### config.mk
export PLATFORM = sky130hd
export DESIGN_NAME = logic_pattern_sequencer
export DESIGN_NICKNAME = d
export VERILOG_FILES = /design/src/rtl/logic_pattern_sequencer_pkg.sv /design/src/rtl/logic_pattern_sequencer_dwell_timer.sv /design/src/rtl/logic_pattern_sequencer.sv
export SDC_FILE = /design/constraint.sdc
export NUM_CORES = 1
export LEC_CHECK = 0
export CELL_PAD_IN_SITES_DETAIL_PLACEMENT = 1
export CELL_PAD_IN_SITES_GLOBAL_PLACEMENT = 1
export CORE_ASPECT_RATIO = 2
export CORE_MARGIN = 2
export CORE_UTILIZATION = 24
export DETAILED_ROUTE_END_ITERATION = 7
export GPL_TIMING_DRIVEN = 0
export PLACE_DENSITY = 0.63
export SETUP_SLACK_MARGIN = 0.15
export SYNTH_ARGS = -nofsm -noshare
export SYNTH_HDL_FRONTEND = slang
export SYNTH_SLANG_ARGS = --single-unit
### constraint.sdc
create_clock -name clk -period 1.8 [get_ports clk]
set_input_delay 0.36 -clock clk [delete_from_list [all_inputs] [get_ports clk]]
set_output_delay 0.36 -clock clk [all_outputs]
set_load 0.05 [all_outputs]
### src/rtl/logic_pattern_sequencer_pkg.sv
// Shared types and helpers for the AND/OR gate-unit stimulus sequencer.
package lps_pkg;

    localparam int ERR_STEP_W = 8;

    typedef enum logic [2:0] {
        IDLE,
        DRIVE,
        WAIT,
        CHECK,
        DONE
    } state_e;

    // 2-bit binary to Gray: 0->00, 1->01, 2->11, 3->10
    function automatic logic [1:0] gray2(input logic [1:0] step);
        return step ^ (step >> 1);
    endfunction

endpackage

### src/rtl/logic_pattern_sequencer_dwell_timer.sv
// Load/count-down settle timer; expire_o marks the last cycle of the wait window.
module dwell_timer #(
    parameter int DWELL_W = 8
) (
    input  logic               clk,
    input  logic               rst_n,
    input  logic               load_i,
    input  logic               en_i,
    input  logic [DWELL_W-1:0] dwell_i,
    output logic               expire_o
);

    logic [DWELL_W-1:0] cnt_q, cnt_d;

    always_comb begin
        cnt_d = cnt_q;
        if (load_i) begin
            // a zero dwell still gets one settle cycle
            cnt_d = (dwell_i == '0) ? DWELL_W'(1) : dwell_i;
        end else if (en_i && cnt_q != '0) begin
            cnt_d = cnt_q - DWELL_W'(1);
        end
    end

    always_ff @(posedge clk) begin
        if (!rst_n) cnt_q <= '0;
        else        cnt_q <= cnt_d;
    end

    assign expire_o = en_i && (cnt_q == DWELL_W'(1));

endmodule

### src/rtl/logic_pattern_sequencer.sv
// Steps the gate-unit inputs through a Gray pattern, dwells, then checks AND/OR results.
module logic_pattern_sequencer
    import lps_pkg::*;
#(
    parameter int NUM_STEPS = 5,
    parameter int DWELL_W   = 8
) (
    input  logic                  clk,
    input  logic                  rst_n,
    input  logic                  start_i,
    input  logic                  abort_i,
    input  logic [DWELL_W-1:0]    dwell_i,
    input  logic                  and_i,
    input  logic                  or_i,
    output logic                  a_o,
    output logic                  b_o,
    output logic                  busy_o,
    output logic                  done_o,
    output logic                  err_o,
    output logic [ERR_STEP_W-1:0] err_step_o
);

    localparam logic [ERR_STEP_W-1:0] LAST_STEP = ERR_STEP_W'(NUM_STEPS - 1);

    state_e                state_q, state_d;
    logic [ERR_STEP_W-1:0] step_q, step_d;
    logic [DWELL_W-1:0]    dwell_q, dwell_d;
    logic                  a_q, a_d, b_q, b_d;
    logic                  err_q, err_d;
    logic [ERR_STEP_W-1:0] err_step_q, err_step_d;
    logic                  tmr_load, tmr_en, tmr_expire;
    logic                  busy, mismatch;

    dwell_timer #(.DWELL_W(DWELL_W)) u_timer (
        .clk      (clk),
        .rst_n    (rst_n),
        .load_i   (tmr_load),
        .en_i     (tmr_en),
        .dwell_i  (dwell_q),
        .expire_o (tmr_expire)
    );

    assign busy     = (state_q == DRIVE) || (state_q == WAIT) || (state_q == CHECK);
    assign mismatch = (and_i != (a_q & b_q)) || (or_i != (a_q | b_q));

    always_comb begin
        state_d    = state_q;
        step_d     = step_q;
        dwell_d    = dwell_q;
        a_d        = a_q;
        b_d        = b_q;
        err_d      = err_q;
        err_step_d = err_step_q;
        tmr_load   = 1'b0;
        tmr_en     = 1'b0;
        case (state_q)
            IDLE: begin
                if (start_i) begin
                    state_d    = DRIVE;
                    dwell_d    = dwell_i;
                    step_d     = '0;
                    err_d      = 1'b0;
                    err_step_d = '0;
                end
            end
            DRIVE: begin
                {a_d, b_d} = gray2(step_q[1:0]);
                tmr_load   = 1'b1;
                state_d    = WAIT;
            end
            WAIT: begin
                tmr_en = 1'b1;
                if (tmr_expire) state_d = CHECK;
            end
            CHECK: begin
                // only the first failing step is recorded
                if (mismatch && !err_q) begin
                    err_d      = 1'b1;
                    err_step_d = step_q;
                end
                if (step_q == LAST_STEP) begin
                    state_d = DONE;
                end else begin
                    step_d  = step_q + ERR_STEP_W'(1);
                    state_d = DRIVE;
                end
            end
            DONE: begin
                a_d     = 1'b0;
                b_d     = 1'b0;
                state_d = IDLE;
            end
            default: state_d = IDLE;
        endcase
        // abort discards the step in flight but keeps any recorded error
        if (abort_i && busy) begin
            state_d    = IDLE;
            a_d        = 1'b0;
            b_d        = 1'b0;
            err_d      = err_q;
            err_step_d = err_step_q;
            tmr_load   = 1'b0;
        end
    end

    always_ff @(posedge clk) begin
        if (!rst_n) begin
            state_q    <= IDLE;
            step_q     <= '0;
            dwell_q    <= '0;
            a_q        <= 1'b0;
            b_q        <= 1'b0;
            err_q      <= 1'b0;
            err_step_q <= '0;
        end else begin
            state_q    <= state_d;
            step_q     <= step_d;
            dwell_q    <= dwell_d;
            a_q        <= a_d;
            b_q        <= b_d;
            err_q      <= err_d;
            err_step_q <= err_step_d;
        end
    end

    assign a_o        = a_q;
    assign b_o        = b_q;
    assign busy_o     = busy;
    assign done_o     = (state_q == DONE);
    assign err_o      = err_q;
    assign err_step_o = err_step_q;

endmodule
# After elaboration in Yosys (flattened, before gate mapping)
# Index checks and enable logic that the tools add are counted.
[op_classes]
addsub = 2
n_eq_ne = 12
n_mux = 20
bitwise = 5
reduce_logical = 19
[op_table]
columns = ["op", "count"]
rows = [
  ["8-bit 2-to-1 mux", 6],
  ["8-bit case mux with 2 select lines", 2],
  ["3-bit case mux with 4 select lines", 1],
  ["3-bit 2-to-1 mux", 3],
  ["8-bit by 1-bit adder with 8-bit output, second input constant", 1],
  ["8-bit by 1-bit equality test with 1-bit output, second input constant", 1],
  ["8-bit by 3-bit equality test with 1-bit output, second input constant", 1],
  ["8-bit logical NOT", 1],
  ["8-bit nonzero test", 1],
  ["8-bit by 1-bit subtractor with 8-bit output, second input constant", 1],
  ["3-bit by 2-bit equality test with 1-bit output, second input constant", 2],
  ["2-bit inequality test, second input constant", 3],
  ["1-bit case mux with 2 select lines", 3],
  ["2-bit nonzero test", 3],
  ["1-bit 2-to-1 mux", 5],
  ["1-bit logical AND", 4],
  ["2-bit AND reduction", 2],
  ["4-bit AND reduction", 1],
  ["3-bit by 1-bit equality test with 1-bit output, second input constant", 1],
  ["3-bit equality test, second input constant", 1],
  ["3-bit logical NOT", 1],
  ["1-bit logical OR", 3],
  ["3-bit AND reduction", 1],
  ["1-bit inequality test", 2],
  ["other kinds (7)", 8],
]
[word_totals]
reg_bits = 38
input_bits = 14
out_inout_bits = 13
wordCells = 66

# Longest topological paths before layout
[logic_depth]
ltp_word = 6
ltp_mapped = 6
mapped_depth_nobuf = 6

# Hierarchy
# From an unflattened synthesis, not the netlist that was laid out.
[hier_totals]
cells_unflattened = 234
area_unflattened_um2 = 1995.7
[modules_own_cells]
columns = ["mod", "n_inst", "cells_per_inst", "area_each_um2", "seq_area_each_um2"]
rows = [
  ["logic_pattern_sequencer", 1, 169, 1467.7, 600.6],
  ["dwell_timer", 1, 65, 528.0, 160.2],
]

# Worst setup path before layout
# No wires, ideal clock.
[synth_path]
path_type = "register -> output"
start = "register state_q[2]"
end = "output done_o"
arrival_ns = 1.815
required_ns = 1.440
path_slack_ns = -0.375
stages_incl_launch_ff = 3
path_buffers = 1
path_cell_list = "dfxtp_1 > clkbuf_1 > nor3b_1"
[synth_between]
elab_chain_cells = 1
[synth_lines]
columns = ["item", "line", "text"]
rows = [
  ["start: declaration", "logic_pattern_sequencer.sv:25", "state_e state_q, state_d;"],
  ["start signal: assignment", "logic_pattern_sequencer.sv:116", "state_q <= state_d;"],
  ["3-bit equality test", "logic_pattern_sequencer.sv:129", "assign done_o = (state_q == DONE);"],
  ["end: declaration", "logic_pattern_sequencer.sv:18", "output logic done_o,"],
]
# No other way between the ends.

# Worst setup path in the final report
[layout_path]
start = "register u_timer.cnt_q[3]"
end = "register u_timer.cnt_q[6]"
[layout_between]
elab_chain_cells = 3
word_cells_on_any_way = 6
cone_classes = "add/sub (1); mux (2); reduce/logical (3)"
[layout_lines]
columns = ["item", "line", "text"]
rows = [
  ["start: declaration", "logic_pattern_sequencer_dwell_timer.sv:13", "logic [DWELL_W-1:0] cnt_q, cnt_d;"],
  ["start signal: assignment", "logic_pattern_sequencer_dwell_timer.sv:27", "else cnt_q <= cnt_d;"],
  ["8-bit by 1-bit subtractor with 8-bit output or 8-bit nonzero test (tied branches)", "logic_pattern_sequencer_dwell_timer.sv:21, logic_pattern_sequencer_dwell_timer.sv:20", ""],
  ["8-bit 2-to-1 mux or 1-bit logical AND (tied branches)", "logic_pattern_sequencer_dwell_timer.sv:20", "end else if (en_i && cnt_q != '0) begin"],
  ["8-bit 2-to-1 mux or 2-bit nonzero test (tied branches)", "--", ""],
]
# Several ways; a longest one is shown, not always the timed one. The select of a mux whose other input is x is not followed.
# A chain may end at the register's enable or synchronous reset.

==> results.yml <==
outcome:
  status: "finished, final reports clean"
floorplan:
  num_io_pins: 27
  die_h_um: 131.9
  core_um2: 7943
  die_w_um: 67.97
  start_util_pct: 24.73
  std_cell_rows: 46
  dieArea_um2: 8968
pwr:
  powerDensity_nw_per_um2: 784.3
  p_leak_nw: 1.044
  fin_total_pwr_mw: 2.198
  ir_worst_vdd_v: 0.0005146
critical_path:
  critPathTopFamily: "simple AND/OR/NAND/NOR gates"
  r2r-end: "u_timer.cnt_q[6]$_SDFFE_PN0P_"
  crit_arrival_ns: 1.89
  critPathMaxStageDelay_ns: 0.59
  path_class: "reg -> reg"
  crit_cells: 3
  cp-endpoint: "u_timer.cnt_q[6]$_SDFFE_PN0P_"
  crit_path_end_kind: "register"
  cp.required_ns: 2.00
  r2r_start: "u_timer.cnt_q[3]$_SDFFE_PN0P_"
  r2r_slack_ns: 0.12
  slowest_stage: "or4_4"
  cp-startpoint: "u_timer.cnt_q[3]$_SDFFE_PN0P_"
  worst-path-buf-inv: 0
  critPathMaxFanout: 5
  reg2regPathDepth: 3
  crit_chain: "or4_4 > or4_1 > a31oi_1"
  start_kind: "register"
sta:
  grt_setup_unrepaired: "yes"
  skew_ns: 0.003329
  slew-limit-headroom_pct: 64.21
  final-hold-violation-count: 0
  setup_viol: 0
  finalSetupTns_ns: 0
  finalWorstPathRequiredPeriod_ns: 1.682
  final.period_utilization_pct: 93.45
  setup_ws_ns: 0.1179
  tightest_slew_ns: 0.5368
  fmax_ghz: 0.5945
  drv_slew: 0
global_route:
  grt_overflow: 0
  grt_pass1_wl_um: 9680
  antenna_found_initial: 0
  grt_pass1_vias: 1973
  gr-usage-all-layers_pct: 14.19
  grt_max_degree: 12
cts:
  ctsHtreeMaxLevel: 2
  cts.clk_slew.worst_paths_ns: 0.06
  cts_sinks: 38
  numCtsBuffers: 5
  cts_tree: "built"
  cts_buffer_depth: 2
  ctsHoldBuffers: 0
  clk_latency_ns: 0.28
  cts-root-buf: "clkbuf_16"
drt:
  wirelength_um: 5963
  first_pass_iters: 4
  vias: 1811
  post-route-drc-count: 0
  viasPerCell: 4.975
  drt-initial-drc-count: 37
  ant_nets: 0
  wl_per_cell_um: 16.38
placement:
  pre_cts_ws_ns: -0.4405
  port_buffers: 25
  placed_cells: 348
  gp_congestion: 0.7828
  hpwl_um: 4480
layout:
  final_cell_mix: "nand2_1 (42), dfxtp_1 (27), a21oi_1 (16)"
  antennaDiodeCount: 0
  drive_gt1_share_pct: 26.87
  mostFrequentLayoutCell: "nand2_1"
  fin_cells: 364
  fillers: 918
  area_growth_pct: 42.68
  fin_nets: 286
logic_synthesis:
  syn-num-nets: 246
  syn-instance-count: 227
  synthFlopType: "dfxtp_1"
  ys_warn_count: 0
  yosysUniqueCellTypes: 53
  syn_area_per_cell_um2: 8.654
  synth_area_um2: 1964
  synth_edf_count: 0
  synth-seq-cells: 38
  ys_seq_area_share_pct: 38.73
  synthArstFlopShare_pct: 0
flow_run:
  cap_violations: 0
hold_path:
  min_path_type: "in -> reg"
## registers in the layout, summed over array words and instances (netlist names)
register       flops
dwell_q            8
b_o                1
state_q            3
a_o                1
u_timer.cnt_q      8
step_q             8
err_o              1
err_step_o         8
## worst min-delay path by stage
stage,endpoint,start,cells past startpoint
6_report,err_step_o[7]$_SDFFE_PN0P_,rst_n,3
3_3_place_gp,dwell_q[0]$_SDFFE_PN0P_,dwell_q[0]$_SDFFE_PN0P_,2
3_5_place_dp,err_step_o[7]$_SDFFE_PN0P_,err_step_o[7]$_SDFFE_PN0P_,2
2_1_floorplan,dwell_q[0]$_SDFFE_PN0P_,dwell_q[0]$_SDFFE_PN0P_,2
5_1_grt,step_q[6]$_SDFFE_PN0P_,rst_n,3
4_1_cts,u_timer.cnt_q[1]$_SDFFE_PN0P_,rst_n,3
## worst reg2reg max path: stages (launching register included)
cell and delay, ns:
dfxtp_2 0.34, or4_4 0.59, or4_1 0.54, a31oi_1 0.15
## report_power, final
part           internal (mW)  leakage [nW]  switching (mW)
clock                  0.549        0.0739           0.335
combinational          0.186         0.656           0.218
sequential             0.873         0.314          0.0372
total                   1.61          1.04           0.590
## cell usage after synthesis (3+ instances only)
library cell   n  share of area (%)
nor4_1         7                2.2
inv_1          7                1.3
dfxtp_1       38                 39
xnor2_1        7                3.1
ha_1           5                3.2
clkbuf_1       4               0.76
mux2i_1        9                4.6
o311ai_0       3                1.3
and2_1         3               0.96
a21oi_1       18                4.6
a31oi_1        5                1.6
a2111oi_2      3                2.3
nor2_1        12                2.3
nand2_1       43                8.2
nor3b_1        3                1.1
nor3_1         3               0.76
buf_2          3               0.76
nand2b_1       3               0.96
nand3_1        3               0.76
nor2b_1        5                1.6
## final cells by class
| class | instances | area (um2) | share of cell area, % |
|---|---|---|---|
| Clock buffer | 7 | 142.6 | 5.089 |
| Tap cell | 96 | 120.1 | 4.286 |
| Multi-Input combinational cell | 173 | 1345 | 47.99 |
| Inverter | 7 | 31.28 | 1.116 |
| Timing Repair Buffer | 33 | 302.8 | 10.80 |
| Buffer | 9 | 78.83 | 2.812 |
| Sequential cell | 38 | 777.0 | 27.72 |
| Clock inverter | 1 | 5.005 | 0.1786 |
## layer usage
layer / wire [um] / global-route usage, %
met2: 3521 / 26.97
met4: 242 / 7.778
met5: 0 / 0
met1: 2090 / 13.70
met3: 109 / 1.623
## timing repair
item | 4_1_cts | 5_1_grt
resized for setup | 57 | 31
setup endpoints to repair | 47 | 22
setup buffers | 3 | 5
pin swaps | 4 | 8
## logic make-up (layout without fill, tap and decap cells)
logic type	count (synthesis)	count (layout)	share of synthesized area [%]
mux	10	10	5.159
buf+inv	16	57	4.012
simple gates	104	104	28.79
flops	38	38	38.73
fa+ha+maj	5	5	3.185
xor+xnor	9	9	4.013
compound gates	45	45	16.12
## per-stage QoR
| step | area (um2) | hold WS, ns | utilization (%) |
|---|---|---|---|
| 6_report | 2803 | 0.3788 | 35.29 |
| 5_1_grt | 2803 | 0.4081 | 35.29 |
| 4_1_cts | 2639 | 0.3775 | 33.22 |
| 3_5_place_dp | 2356 | 0.4589 | 29.66 |
| 3_3_place_gp | 2356 | 0.4496 | 29.66 |
| 2_1_floorplan | 1986 | 0.4363 | - |
(Power assumes the default switching activity.)
